==> src/rtl/axis_accumulator_frame_controller.sv <==
// Frame/rate sequencer in front of the multichannel accumulator.
// Optional `AXIS_ACC_CTRL_INTEG_COUNT_EN adds a 32-bit integ_count output.
module axis_accumulator_frame_controller #(
  parameter int DATA_WIDTH = 16,
  parameter int CHANNELS   = 1024,
  parameter int RATE_WIDTH = 8
) (
  input  logic                  aclk,
  input  logic                  areset,
  input  logic                  enable,
  input  logic [RATE_WIDTH-1:0] cfg_rate,
  input  logic                  cfg_update,
  output logic                  cfg_error,
  output logic [RATE_WIDTH-1:0] rate,
  input  logic [DATA_WIDTH-1:0] s_axis_tdata,
  input  logic                  s_axis_tvalid,
  output logic                  s_axis_tready,
  output logic [DATA_WIDTH-1:0] m_axis_tdata,
  output logic                  m_axis_tvalid,
  output logic                  m_axis_tlast,
  input  logic                  m_axis_tready,
  output logic                  integ_done,
  output logic                  busy
`ifdef AXIS_ACC_CTRL_INTEG_COUNT_EN
  ,
  output logic [31:0]           integ_count
`endif
);

  localparam int CW = (CHANNELS > 1) ? $clog2(CHANNELS) : 1;
  localparam logic [CW-1:0] LAST_CHAN = CW'(CHANNELS - 1);

  typedef enum logic [1:0] {
    IDLE,
    RUN,
    STOPPING
  } state_t;

  state_t state;
  state_t state_nxt;

  logic [RATE_WIDTH-1:0] pending;
  logic                  pending_valid;
  logic [CW-1:0]         chan;
  logic [RATE_WIDTH-1:0] frame;
  logic [RATE_WIDTH-1:0] rate_m1;
  logic                  final_q;

  logic accept;
  logic beat_last;
  logic beat_final;
  logic apply_pend;
  logic out_hs;
  logic cfg_ok;

  assign s_axis_tready = (state == RUN) &&
                         (!m_axis_tvalid || m_axis_tready);
  assign accept     = s_axis_tvalid && s_axis_tready;
  assign rate_m1    = rate - RATE_WIDTH'(1);
  assign beat_last  = (chan == LAST_CHAN);
  assign beat_final = beat_last && (frame == rate_m1);
  assign out_hs     = m_axis_tvalid && m_axis_tready;
  assign integ_done = out_hs && final_q;
  assign busy       = (state != IDLE);
  assign cfg_ok     = cfg_update && (cfg_rate != '0);

  always_ff @(posedge aclk or posedge areset) begin
    if (areset) begin
      state <= IDLE;
    end else begin
      state <= state_nxt;
    end
  end

  // Pending rate is consumed only when an integration starts fresh.
  always_comb begin
    state_nxt  = state;
    apply_pend = 1'b0;
    unique case (state)
      IDLE: begin
        if (enable) begin
          state_nxt  = RUN;
          apply_pend = pending_valid;
        end
      end
      RUN: begin
        if (accept && beat_final) begin
          apply_pend = pending_valid;
          if (!enable) begin
            state_nxt = STOPPING;
          end
        end
      end
      STOPPING: begin
        if (!m_axis_tvalid || m_axis_tready) begin
          state_nxt = IDLE;
        end
      end
      default: state_nxt = IDLE;
    endcase
  end

  always_ff @(posedge aclk or posedge areset) begin
    if (areset) begin
      rate          <= RATE_WIDTH'(1);
      pending       <= '0;
      pending_valid <= 1'b0;
      cfg_error     <= 1'b0;
    end else begin
      cfg_error <= cfg_update && (cfg_rate == '0);
      if (apply_pend) begin
        rate <= pending;
      end
      if (cfg_ok) begin
        pending       <= cfg_rate;
        pending_valid <= 1'b1;
      end else if (apply_pend) begin
        pending_valid <= 1'b0;
      end
    end
  end

  always_ff @(posedge aclk or posedge areset) begin
    if (areset) begin
      chan  <= '0;
      frame <= '0;
    end else if (state == IDLE && enable) begin
      chan  <= '0;
      frame <= '0;
    end else if (accept) begin
      chan <= beat_last ? '0 : chan + CW'(1);
      if (beat_last) begin
        frame <= beat_final ? '0 : frame + RATE_WIDTH'(1);
      end
    end
  end

  // final_q rides with tlast so integ_done lines up with the handshake.
  always_ff @(posedge aclk or posedge areset) begin
    if (areset) begin
      m_axis_tdata  <= '0;
      m_axis_tvalid <= 1'b0;
      m_axis_tlast  <= 1'b0;
      final_q       <= 1'b0;
    end else if (accept) begin
      m_axis_tdata  <= s_axis_tdata;
      m_axis_tvalid <= 1'b1;
      m_axis_tlast  <= beat_last;
      final_q       <= beat_final;
    end else if (m_axis_tready) begin
      m_axis_tvalid <= 1'b0;
    end
  end

`ifdef AXIS_ACC_CTRL_INTEG_COUNT_EN
  always_ff @(posedge aclk or posedge areset) begin
    if (areset) begin
      integ_count <= '0;
    end else if (integ_done) begin
      integ_count <= integ_count + 32'd1;
    end
  end
`endif

endmodule

==> config.mk <==
export PLATFORM = sky130hd
export DESIGN_NAME = axis_accumulator_frame_controller
export DESIGN_NICKNAME = d
export VERILOG_FILES = /design/src/rtl/axis_accumulator_frame_controller.sv
export SDC_FILE = /design/constraint.sdc
export NUM_CORES = 1
export LEC_CHECK = 0
export ABC_CLOCK_PERIOD_IN_PS = 5600
export BUFFER_PORTS_ARGS = -buffer_cell sky130_fd_sc_hd__clkbuf_2
export CAP_MARGIN = 25
export CORE_UTILIZATION = 43
export DETAILED_ROUTE_END_ITERATION = 8
export MAX_ROUTING_LAYER = met4
export PLACE_DENSITY = 0.66
export SETUP_SLACK_MARGIN = 0.15
export SKIP_LAST_GASP = 1
export SYNTH_ARGS = -nofsm -noshare
export SYNTH_HDL_FRONTEND = slang
export SYNTH_SLANG_ARGS = --single-unit
==> constraint.sdc <==
create_clock -name aclk -period 5.6 [get_ports aclk]
set_clock_uncertainty 0.15 [all_clocks]
set_input_delay 0.84 -clock aclk [delete_from_list [all_inputs] [get_ports aclk]]
set_output_delay 0.84 -clock aclk [all_outputs]
set_load 0.03 [all_outputs]
# After elaboration in Yosys (flattened, before gate mapping)
# Cells that the tools add are included.
# Widths: inputs -> output; s select.
op_classes:
  n_addsub: 3
  eq_ne: 8
  mux: 19
  n_reduce_logical: 21
op_table:
  columns: ["cell", "count"]
  rows:
  - ["$mux 8", 4]
  - ["$mux 10", 3]
  - ["$add 10x1->10 const B", 1]
  - ["$eq 10x10->1 const B", 1]
  - ["$reduce_bool 2->1", 5]
  - ["$logic_and 1x1->1", 9]
  - ["$add 8x1->8 const B", 1]
  - ["$eq 8x8->1", 1]
  - ["$logic_not 8->1", 1]
  - ["$mux 2", 4]
  - ["$reduce_bool 8->1", 1]
  - ["$sub 8x1->8 const B", 1]
  - ["$mux 1", 6]
  - ["$ne 2x2->1 const B", 3]
  - ["$pmux 2 s3", 1]
  - ["$reduce_and 4->1", 1]
  - ["$eq 2x1->1 const B", 1]
  - ["$eq 2x2->1 const B", 1]
  - ["$logic_not 2->1", 1]
  - ["$ne 2x1->1 const B", 1]
  - ["$pmux 1 s2", 1]
  - ["$reduce_and 2->1", 1]
  - ["$logic_not 1->1", 1]
  - ["$logic_or 1x1->1", 1]
totals:
  register_bits: 57
  inputBits: 30
  output_inout_bits: 30
  wordCells: 62

# Logic depth before layout (Yosys ltp)
# Gate-level depths: netlist of run 1.
depth:
  depth_word: 9
  mapped_depth: 10
  mapped_depth_nobuf: 8

# Worst setup path before layout of run 1
# OpenSTA, ideal clock, no wires.
synth_timing:
  path_kind: "input-to-reg"
  start: "in m_axis_tready"
  end: "reg rate[1]"
  setup_time_ns: 0.125
  arrival_ns: 2.632
  required_ns: 5.325
  slack_ns: 2.693
  path_stages: 7
  n_path_buf: 1
  cell_sequence: "nand2b_1 -> nand4b_1 -> or3_4 -> or3_2 -> o31a_1 -> buf_6 -> mux2_4"
synth_via:
  elab_chain_len: 6
synth_lines:
  columns: ["element", "line_no", "rtl"]
  rows:
  - ["start, declared", "21", "input logic m_axis_tready,"]
  - ["$logic_or 1x1->1", "57", "(!m_axis_tvalid || m_axis_tready);"]
  - ["$logic_and 1x1->1", "56", "assign s_axis_tready = (state == RUN) &&"]
  - ["$logic_and 1x1->1", "58", "assign accept = s_axis_tvalid && s_axis_tready;"]
  - ["$logic_and 1x1->1", "87", "if (accept && beat_final) begin"]
  - ["$mux 1", "87", null]
  - ["$pmux 1 s2", "79", "unique case (state)"]
  - ["end signal, assigned", "112", "rate <= pending;"]
  - ["end, declared", "14", "output logic [RATE_WIDTH-1:0] rate,"]
# No other way between the ends.
# A chain may end at the register's enable or synchronous reset.

# Worst setup path in the final report of run 1
layout_timing:
  start: "in m_axis_tready"
  end: "reg rate[6]"
# Same word-level chain as after synthesis.

==> out/qor.yml, run 1 <==
final_hold_viol_count: 0
grt_use_total: 0.187
finalPower_mw: 1.15
num-fill-cells: 540
regToRegSetupSlack_ns: 2.67
crit-reg2reg-capture: "state[1]$_DFFE_PP0P_"
power_per_cell_area_nw_per_um2: 345
max_slew_vio_count: 0
clockBufferDepth: 2
synth_edf_count: 0
worst_hold_path_class: "register to register"
cts.clk_slew.worst_paths_ns: 0.06
cts-buffers-inserted: 9
r2r_cells: 8
multiInputGateArea_sq_um: 1230
antennaDiodeCount: 0
portBuffers: 59
crit_path_max_fanout: 31
die_height_um: 81.8
area_growth_from_synthesis_to_layout_pct: 21.3
max_cap_violations: 0
postSynthAreaPerCell_sq_um: 10.8
cts.repair.resized: 0
switching_power_mw: 0.326
hold_path_startpoint: "m_axis_tlast$_DFFE_PP0P_"
mostFrequentLayoutCell: "sky130_fd_sc_hd__clkbuf_2"
estimated_wirelength_of_the_detail_placed_design_um: 3810
number_of_stages_on_the_worst_hold_path: 2
antenna_found_initial: 0
yosys_warning_count: 0
cell_class_contributing_the_biggest_share_of_worst_path_delay: "simple AND/OR/NAND/NOR gates"
cp_slowest_cell: "sky130_fd_sc_hd__or3_4"
combinationalPowerShare: 0.182
synth_sequential_area_ratio: 0.522
cts_tree: "done"
largest_vdd_supply_drop_v: 0.000273
grt_start_max_net_pins: 58
cp_slowest_stage_delay_ns: 0.44
routed_wl_um: 5260
drc: 0
setup_viol_count_final: 0
rsz0062_at_grt: "no"
hold-path-endpoint: "m_axis_tlast$_DFFE_PP0P_"
timing.critical_path.required_ns: 5.66
start_util: 0.454
clock_sink_count: 57
h-tree-depth: 3
post-route-min-period_ns: 3.00
critical_path.startpoint_type: "input pin"
post-cts-setup-buffers: 0
clock_insertion_delay_worst_skew_ns: 0.32
place_congestion: 0.822
max_slew_margin: 0.431
nNetsFinal: 349
finalCoreUtilization: 0.551
grt_first_pass_wirelength_um: 8940
syn_nets: 286
final_min_period_over_clock_period: 0.536
run_status: "completed"
clockPowerShare: 0.377
critical_path.endpoint_type: "register"
register_area_sq_um: 1430
yosys.cell_types.count: 46
global_route_congestion_overflow_total: 0
ys_seq_elements: 57
first_pass_iters: 4
via_count: 2039
timing.critical_path.cells: "clkbuf_2, nand2b_1, nand4b_1, buf_4, or3_4, or3_2, o31a_1, mux2_4"
row_count: 28
actual_transition_at_the_worst_max_transition_pin_ns: 0.847
io_pins: 60
number_of_drc_markers_after_the_initial_detailed_route_iteration: 117
ant_nets: 0
critPathBufInv: 2
internal_power_mw: 0.820
r2r_start: "rate[0]$_DFFE_PP1P_"
die-area_sq_um: 6690
worst-endpoint-arrival_ns: 3.06
setup_total_negative_slack_ns: 0
cts_hold_buf: 0
power.share.switching: 0.284
mappedNetlistArea_sq_um: 2740
core_area_sq_um: 6030
post_route_cells_drive_above_1_share: 0.340
worst-setup-path-type: "input pin to register"
die_x_um: 81.8
seqPwrFrac: 0.442
final_cell_mix: "sky130_fd_sc_hd__clkbuf_2 (59), sky130_fd_sc_hd__dfrtp_1 (56), sky130_fd_sc_hd__nand2_1 (42), sky130_fd_sc_hd__xor2_1 (17), sky130_fd_sc_hd__mux2_2 (16)"
synth_flop_cell: "sky130_fd_sc_hd__dfrtp_1"
fmax_mhz: 333
postSynthCellCount: 253
async_set_or_reset_register_ratio_after_synthesis: 1.00
post_drt_via_cell_ratio: 5.15
grt_pass1_vias: 1912
power_leakage_nw: 1.68
detail_route.wl_per_cell_um: 13.3
clock_tree.root_cell: "sky130_fd_sc_hd__clkbuf_8"
power by group through the flow:
stage	combinational (mW)	sequential (mW)	clock, mW
2_1_floorplan	0.111	0.550	0
3_3_place_gp	0.208	0.511	0
3_5_place_dp	0.211	0.513	0
4_1_cts	0.211	0.505	0.442
5_1_grt	0.231	0.512	0.463
6_report	0.208	0.506	0.432
worst min-delay path: cells and delay by family (launching register included):
kind | cells | cell delay, ns
DFF | 1 | 0.34
AOI/OAI and AO/OA | 1 | 0.06
and+or+nand+nor | 1 | 0.05
final cells by class:
| class | count | share of cell area |
|---|---|---|
| inverters | 7 | 0.00792 |
| clock buffers | 11 | 0.0456 |
| flip-flops and latches | 57 | 0.430 |
| repair buffers | 61 | 0.0935 |
| well taps | 75 | 0.0283 |
| clock inverters | 5 | 0.0234 |
| multi-input cells | 180 | 0.371 |
registers in the layout, summed over array words and instances (netlist names):
register and count:
m_axis_tlast 1, rate 8, pending_valid 1, cfg_error 1, pending 8, chan 10
state 2, m_axis_tdata 16, frame 8, m_axis_tvalid 1, final_q 1
synth_stat cells, types with 3 or more instances:
| cell | number | area [sq um] |
|---|---|---|
| sky130_fd_sc_hd__nor2_1 | 15 | 56.3 |
| sky130_fd_sc_hd__mux2_4 | 8 | 120 |
| sky130_fd_sc_hd__nor3_1 | 8 | 40.0 |
| sky130_fd_sc_hd__o31ai_1 | 3 | 22.5 |
| sky130_fd_sc_hd__dfrtp_1 | 56 | 1400 |
| sky130_fd_sc_hd__o21ai_0 | 9 | 45.0 |
| sky130_fd_sc_hd__nand3_1 | 10 | 50.1 |
| sky130_fd_sc_hd__ha_1 | 3 | 37.5 |
| sky130_fd_sc_hd__clkbuf_1 | 4 | 15.0 |
| sky130_fd_sc_hd__and3_1 | 5 | 31.3 |
| sky130_fd_sc_hd__xor2_1 | 17 | 149 |
| sky130_fd_sc_hd__nand2_1 | 42 | 158 |
| sky130_fd_sc_hd__xnor2_1 | 6 | 52.6 |
| sky130_fd_sc_hd__nand4_1 | 4 | 25.0 |
| sky130_fd_sc_hd__inv_1 | 7 | 26.3 |
| sky130_fd_sc_hd__mux2_2 | 16 | 180 |
| sky130_fd_sc_hd__a21oi_1 | 4 | 20.0 |
| sky130_fd_sc_hd__nor4_1 | 3 | 18.8 |
how the worst max path moves through the flow:
stage,from,to,slack (ns),cells after the start
global route,rate[0]$_DFFE_PP1P_,frame[4]$_DFFE_PP0P_,2.37,8
global placement,m_axis_tready,rate[1]$_DFFE_PP0P_,2.29,8
finish,m_axis_tready,rate[6]$_DFFE_PP0P_,2.60,8
detailed placement,m_axis_tready,rate[6]$_DFFE_PP0P_,2.26,8
floorplan,m_axis_tready,rate[1]$_DFFE_PP0P_,2.69,7
CTS,m_axis_tready,rate[6]$_DFFE_PP0P_,2.61,8
per-layer routing:
metal  track usage  share of wire
met3        0.0478          0.028
met2         0.281           0.48
met1         0.235           0.47
met4        0.0860          0.019
met5             -              0
cells by family (layout without fill, tap and decap cells):
kind of cell	Yosys count	count (layout)	synth area share
buffers and inverters	16	84	0.0279
AOI/OAI and AO/OA	26	26	0.0622
xor gates and xnor gates	23	23	0.0736
adders and majority gates	3	3	0.0137
DFF	57	57	0.522
muxes	25	25	0.113
and+or+nand+nor	103	103	0.187
metrics by stage:
stage / worst slack (ns) / hold WS, ns / instances / cell area, sq um
finish: 2.60 / 0.330 / 396 / 3320
global route: 2.37 / 0.351 / 396 / 3320
CTS: 2.61 / 0.332 / 396 / 3320
detailed placement: 2.26 / 0.316 / 380 / 3090
global placement: 2.29 / 0.311 / 380 / 3090
floorplan: 2.69 / 0.291 / 253 / 2740
Note: power is estimated with default switching activity, not from simulation.
==> run 2: changes to the inputs <==
ABC_CLOCK_PERIOD_IN_PS = 3000   (was 5600)
clock period = 3 ns   (was 5.6 ns; I/O delays follow)
==> run 2 against run 1 <==
  * Setup slack worse by 2.4 ns
  * Via count is 0.20% higher
  * Sequential share of layout area is 0.34 points lower
  * Clock power is 83% higher
  * Power is 86% higher
  * Worst hold slack worse by 0.30 ns
  * Non-clock buffer count is 4 higher
  * Clock-buffer cell count stayed put
  * Combinational power is 91% higher
==> out/qor.yml, run 2 (synthesis gave the netlist of run 1 again) <==
final_cell_mix: "sky130_fd_sc_hd__clkbuf_2 (59), sky130_fd_sc_hd__dfrtp_1 (56), sky130_fd_sc_hd__nand2_1 (42), sky130_fd_sc_hd__xor2_1 (17), sky130_fd_sc_hd__mux2_2 (16)"
largest_vdd_supply_drop_v: 0.000353
die_height_um: 81.8
regToRegSetupSlack_ns: 0.24
worst-endpoint-arrival_ns: 2.81
routed_wl_um: 5630
start_util: 0.454
layout.cells.non_filler: 398
antennaDiodeCount: 0
finalHoldWorstSlack_ns: 0.0265
max_reg_flops: 16
max_cap_violations: 0
num-fill-cells: 542
grt_first_pass_wirelength_um: 9350
die_x_um: 81.8
grt_use_total: 0.192
crit_path_max_fanout: 8
final_min_period_over_clock_period: 0.919
actual_transition_at_the_worst_max_transition_pin_ns: 0.616
clock_tree.root_cell: "sky130_fd_sc_hd__clkbuf_8"
row_count: 28
top_register: "m_axis_tdata"
final_area_sq_um: 3350
ant_nets: 0
worst-setup-path-type: "register to register"
clock_insertion_delay_worst_skew_ns: 0.33
post_route_cells_drive_above_1_share: 0.347
portBuffers: 59
finalCoreUtilization: 0.555
clock_sink_count: 57
rsz0062_at_grt: "no"
finalPower_mw: 2.13
cts-buffers-inserted: 9
power_leakage_nw: 1.73
first_pass_iters: 4
place_congestion: 0.816
timing.critical_path.to: "rate[6]$_DFFE_PP0P_"
clockBufferDepth: 2
core_area_sq_um: 6030
grt_pass1_vias: 2041
nNetsFinal: 353
final_hold_viol_count: 0
detail_route.wl_per_cell_um: 14.1
crit-reg2reg-capture: "rate[6]$_DFFE_PP0P_"
setup_total_negative_slack_ns: 0
antenna_found_initial: 0
h-tree-depth: 3
estimated_wirelength_of_the_detail_placed_design_um: 4090
placed_cells_incl_taps: 384
drc: 0
via_count: 2043
global_route_congestion_overflow_total: 0
grt_start_max_net_pins: 31
dp_slack_ns: 0.181
power_per_cell_area_nw_per_um2: 637
area_growth_from_synthesis_to_layout_pct: 22.3
critical_path.endpoint_type: "register"
max_slew_vio_count: 0
max_slew_margin: 0.589
cts_hold_buf: 0
final.setup.worst_slack_ns: 0.243
run_status: "completed"
fmax_mhz: 363
timing.critical_path.required_ns: 3.06
die-area_sq_um: 6690
critical_path.startpoint_type: "register"
cts.clk_slew.worst_paths_ns: 0.06
number_of_drc_markers_after_the_initial_detailed_route_iteration: 105
critPathLaunch: "rate[0]$_DFFE_PP1P_"
r2r_start: "rate[0]$_DFFE_PP1P_"
r2r_cells: 8
io_pins: 60
setup_viol_count_final: 0
reg.largest.list: "m_axis_tdata (16), chan (10)"
cts_tree: "done"
worst_hold_path_class: "input pin to async pin"
placed_area_sq_um: 3120
mostFrequentLayoutCell: "sky130_fd_sc_hd__clkbuf_2"
post_drt_via_cell_ratio: 5.13
post-route-min-period_ns: 2.76
run 2: cell count changes in the layout (fill, tap and decap cells not counted):
| cell | delta |
|---|---|
| sky130_fd_sc_hd__buf_4 | +4 |
| sky130_fd_sc_hd__clkinv_2 | -1 |
| sky130_fd_sc_hd__clkinvlp_4 | -1 |
| sky130_fd_sc_hd__o31a_1 | -1 |
| sky130_fd_sc_hd__o31a_4 | +1 |
run 2: metal layers:
layer	GRT usage	up-vias	part of all wire	wire [um]
met5	-	-	0	0
met4	0.0842	0	0.013	72
met3	0.0400	10	0.025	139
met2	0.297	33	0.49	2760
met1	0.243	995	0.47	2660
li1	-	1005	-	-
run 2: repair_timing:
| item | CTS | global route |
|---|---|---|
| endpoints found under the setup margin | 0 | 8 |
| resized for setup | 0 | 2 |
| setup buffers | 0 | 0 |
run 2: area by class of cell:
cell class                 instances  area, sq um  area share
sequential                        57         1430       0.427
timing repair buffer              65          340       0.102
multi-input combinational        180         1240       0.371
clock inverter                     3         65.1      0.0194
clock buffer                      11          151      0.0453
tap                               75         93.8      0.0280
inverter                           7         26.3     0.00785
run 2: worst max-delay path: stages, from the launching register on:
cell	delay, ns
sky130_fd_sc_hd__dfstp_2	0.53
sky130_fd_sc_hd__inv_1	0.04
sky130_fd_sc_hd__ha_1	0.29
sky130_fd_sc_hd__or2b_1	0.25
sky130_fd_sc_hd__nand3_1	0.07
sky130_fd_sc_hd__o21ai_0	0.08
sky130_fd_sc_hd__a2111o_1	0.45
sky130_fd_sc_hd__o31a_4	0.46
sky130_fd_sc_hd__mux2_4	0.32
run 2: power breakdown:
group	total, mW	switching [mW]	internal [mW]
logic	0.398	0.236	0.162
clock network	0.791	0.289	0.502
registers	0.942	0.0789	0.863
total	2.13	0.604	1.53
run 2: how the worst min path moves through the flow:
stage	start	to	slack, ns	cells after the start
final	areset	pending[4]$_DFFE_PP0P_	0.03	2
after detailed placement	final_q$_DFFE_PP0P_	final_q$_DFFE_PP0P_	0.32	1
after global routing	areset	pending[4]$_DFFE_PP0P_	0.08	2
after CTS	areset	pending[4]$_DFFE_PP0P_	0.04	2
after global placement	pending[7]$_DFFE_PP0P_	pending[7]$_DFFE_PP0P_	0.31	2
after floorplan	final_q$_DFFE_PP0P_	final_q$_DFFE_PP0P_	0.29	1
==> run 3: changes to the inputs <==
CORE_UTILIZATION = 54   (was 43)
PLACE_DENSITY = 0.79   (was 0.66)
==> run 3 against run 2 <==
  * Critical path depth unchanged
  * Critical endpoint is now rate[2]$_DFFE_PP0P_
  * Largest power group unchanged
  * Clock power up 1%
  * Non-clock buffer count up 1
  * Utilization up 14 points
  * Critical path type unchanged
  * Sequential power about the same
  * Power up 0.51%
  * Routed wire length down 6.8%
  * Combinational power about the same
  * Setup slack better by 0.062 ns
  * Sequential cell count unchanged
==> out/qor.yml, run 3 (synthesis gave the netlist of run 1 again) <==
max_cap_violations: 0
clock_insertion_delay_worst_skew_ns: 0.33
critical_path.startpoint_type: "register"
first_pass_iters: 4
drc: 0
worst-setup-path-type: "register to register"
rsz0062_at_grt: "no"
estimated_wirelength_of_the_detail_placed_design_um: 3820
max_slew_margin: 0.550
clock_sink_count: 57
detail_route.wl_per_cell_um: 13.3
die_x_um: 73.2
post-route-min-period_ns: 2.69
reg.largest.list: "m_axis_tdata (16), chan (10)"
setup_total_negative_slack_ns: 0
critical_path.endpoint_type: "register"
clockBufferDepth: 2
portBuffers: 59
place_congestion: 0.851
global_route_congestion_overflow_total: 0
power_leakage_nw: 1.72
power_per_cell_area_nw_per_um2: 639
antenna_found_initial: 0
antennaDiodeCount: 0
area_growth_from_synthesis_to_layout_pct: 22.4
max_reg_flops: 16
ant_nets: 0
die-area_sq_um: 5360
finalCoreUtilization: 0.700
actual_transition_at_the_worst_max_transition_pin_ns: 0.674
post_drt_via_cell_ratio: 5.13
grt_start_max_net_pins: 35
post_route_cells_drive_above_1_share: 0.344
via_count: 2017
crit_path_max_fanout: 8
layout.cells.non_filler: 393
die_height_um: 73.2
cts_tree: "done"
finalHoldWorstSlack_ns: 0.0517
nNetsFinal: 354
setup_viol_count_final: 0
final_cell_mix: "sky130_fd_sc_hd__clkbuf_2 (59), sky130_fd_sc_hd__dfrtp_1 (56), sky130_fd_sc_hd__nand2_1 (42), sky130_fd_sc_hd__xor2_1 (17), sky130_fd_sc_hd__mux2_2 (16)"
worst_hold_path_class: "input pin to async pin"
mostFrequentLayoutCell: "sky130_fd_sc_hd__clkbuf_2"
core_area_sq_um: 4790
fmax_mhz: 371
timing.critical_path.required_ns: 3.06
h-tree-depth: 3
run_status: "completed"
number_of_drc_markers_after_the_initial_detailed_route_iteration: 147
cts.clk_slew.worst_paths_ns: 0.06
placed_cells_incl_taps: 376
grt_pass1_vias: 1945
row_count: 25
final_min_period_over_clock_period: 0.898
start_util: 0.572
worst-endpoint-arrival_ns: 2.75
clock_tree.root_cell: "sky130_fd_sc_hd__clkbuf_8"
grt_first_pass_wirelength_um: 8740
max_slew_vio_count: 0
largest_vdd_supply_drop_v: 0.000443
io_pins: 60
top_register: "m_axis_tdata"
cts_hold_buf: 0
grt_use_total: 0.225
cts-buffers-inserted: 9
final_hold_viol_count: 0
routed_wl_um: 5250
## run 3: area by class of cell
type | instances | area [sq um]
Multi-Input combinational cell | 180 | 1240
Clock buffer | 14 | 163
Clock inverter | 2 | 60.1
Tap cell | 67 | 83.8
Inverter | 7 | 26.3
Sequential cell | 57 | 1430
Timing Repair Buffer | 66 | 348
Fill cell | 355 | 1440
## run 3: timing repair
action,4_1_cts,5_1_grt
setup endpoints to repair,0,8
resized for setup,0,2
setup buffers,0,1
## run 3: path summary, 6_finish.rpt
path                                                  to  cells past startpoint  slack (ns)                     start
worst max-delay path                 rate[2]$_DFFE_PP0P_                      8        0.31       rate[0]$_DFFE_PP1P_
worst min-delay path              pending[6]$_DFFE_PP0P_                      2        0.05                    areset
worst max register to register       rate[2]$_DFFE_PP0P_                      8        0.31       rate[0]$_DFFE_PP1P_
worst min register to register  m_axis_tlast$_DFFE_PP0P_                      2        0.32  m_axis_tlast$_DFFE_PP0P_
max in group asynchronous            rate[0]$_DFFE_PP1P_                      3        1.94                    areset
min in group aclk                 pending[5]$_DFFE_PP0P_                      3        0.18               cfg_rate[5]
## run 3: through the flow
step	area, sq um	power, mW	setup WS, ns
finish	3350	2.14	0.305
global route	3350	2.24	0.151
CTS	3330	2.16	0.175
detailed placement	3110	1.36	0.203
global placement	3110	1.34	0.242
floorplan	2740	1.23	0.166
## run 3: power by group
group / total [mW] / internal (mW) / leakage, nW / switching [mW]
combinational: 0.399 / 0.161 / 0.896 / 0.237
sequential: 0.943 / 0.863 / 0.717 / 0.0802
clock: 0.800 / 0.514 / 0.111 / 0.286
total: 2.14 / 1.54 / 1.72 / 0.603
## run 3: critical path, stage by stage, from the launching register on
cell	delay, ns
sky130_fd_sc_hd__dfstp_2	0.52
sky130_fd_sc_hd__inv_1	0.04
sky130_fd_sc_hd__ha_1	0.28
sky130_fd_sc_hd__or2b_1	0.25
sky130_fd_sc_hd__nand3_1	0.07
sky130_fd_sc_hd__o21ai_0	0.09
sky130_fd_sc_hd__a2111o_1	0.49
sky130_fd_sc_hd__o31a_4	0.37
sky130_fd_sc_hd__mux2_4	0.31
## run 3: layer usage
layer | GRT usage | part of all wire | wire (um)
met1 | 0.282 | 0.45 | 2380
met2 | 0.351 | 0.49 | 2560
met5 | - | 0 | 0
met4 | 0.0980 | 0.014 | 74
met3 | 0.0511 | 0.044 | 230
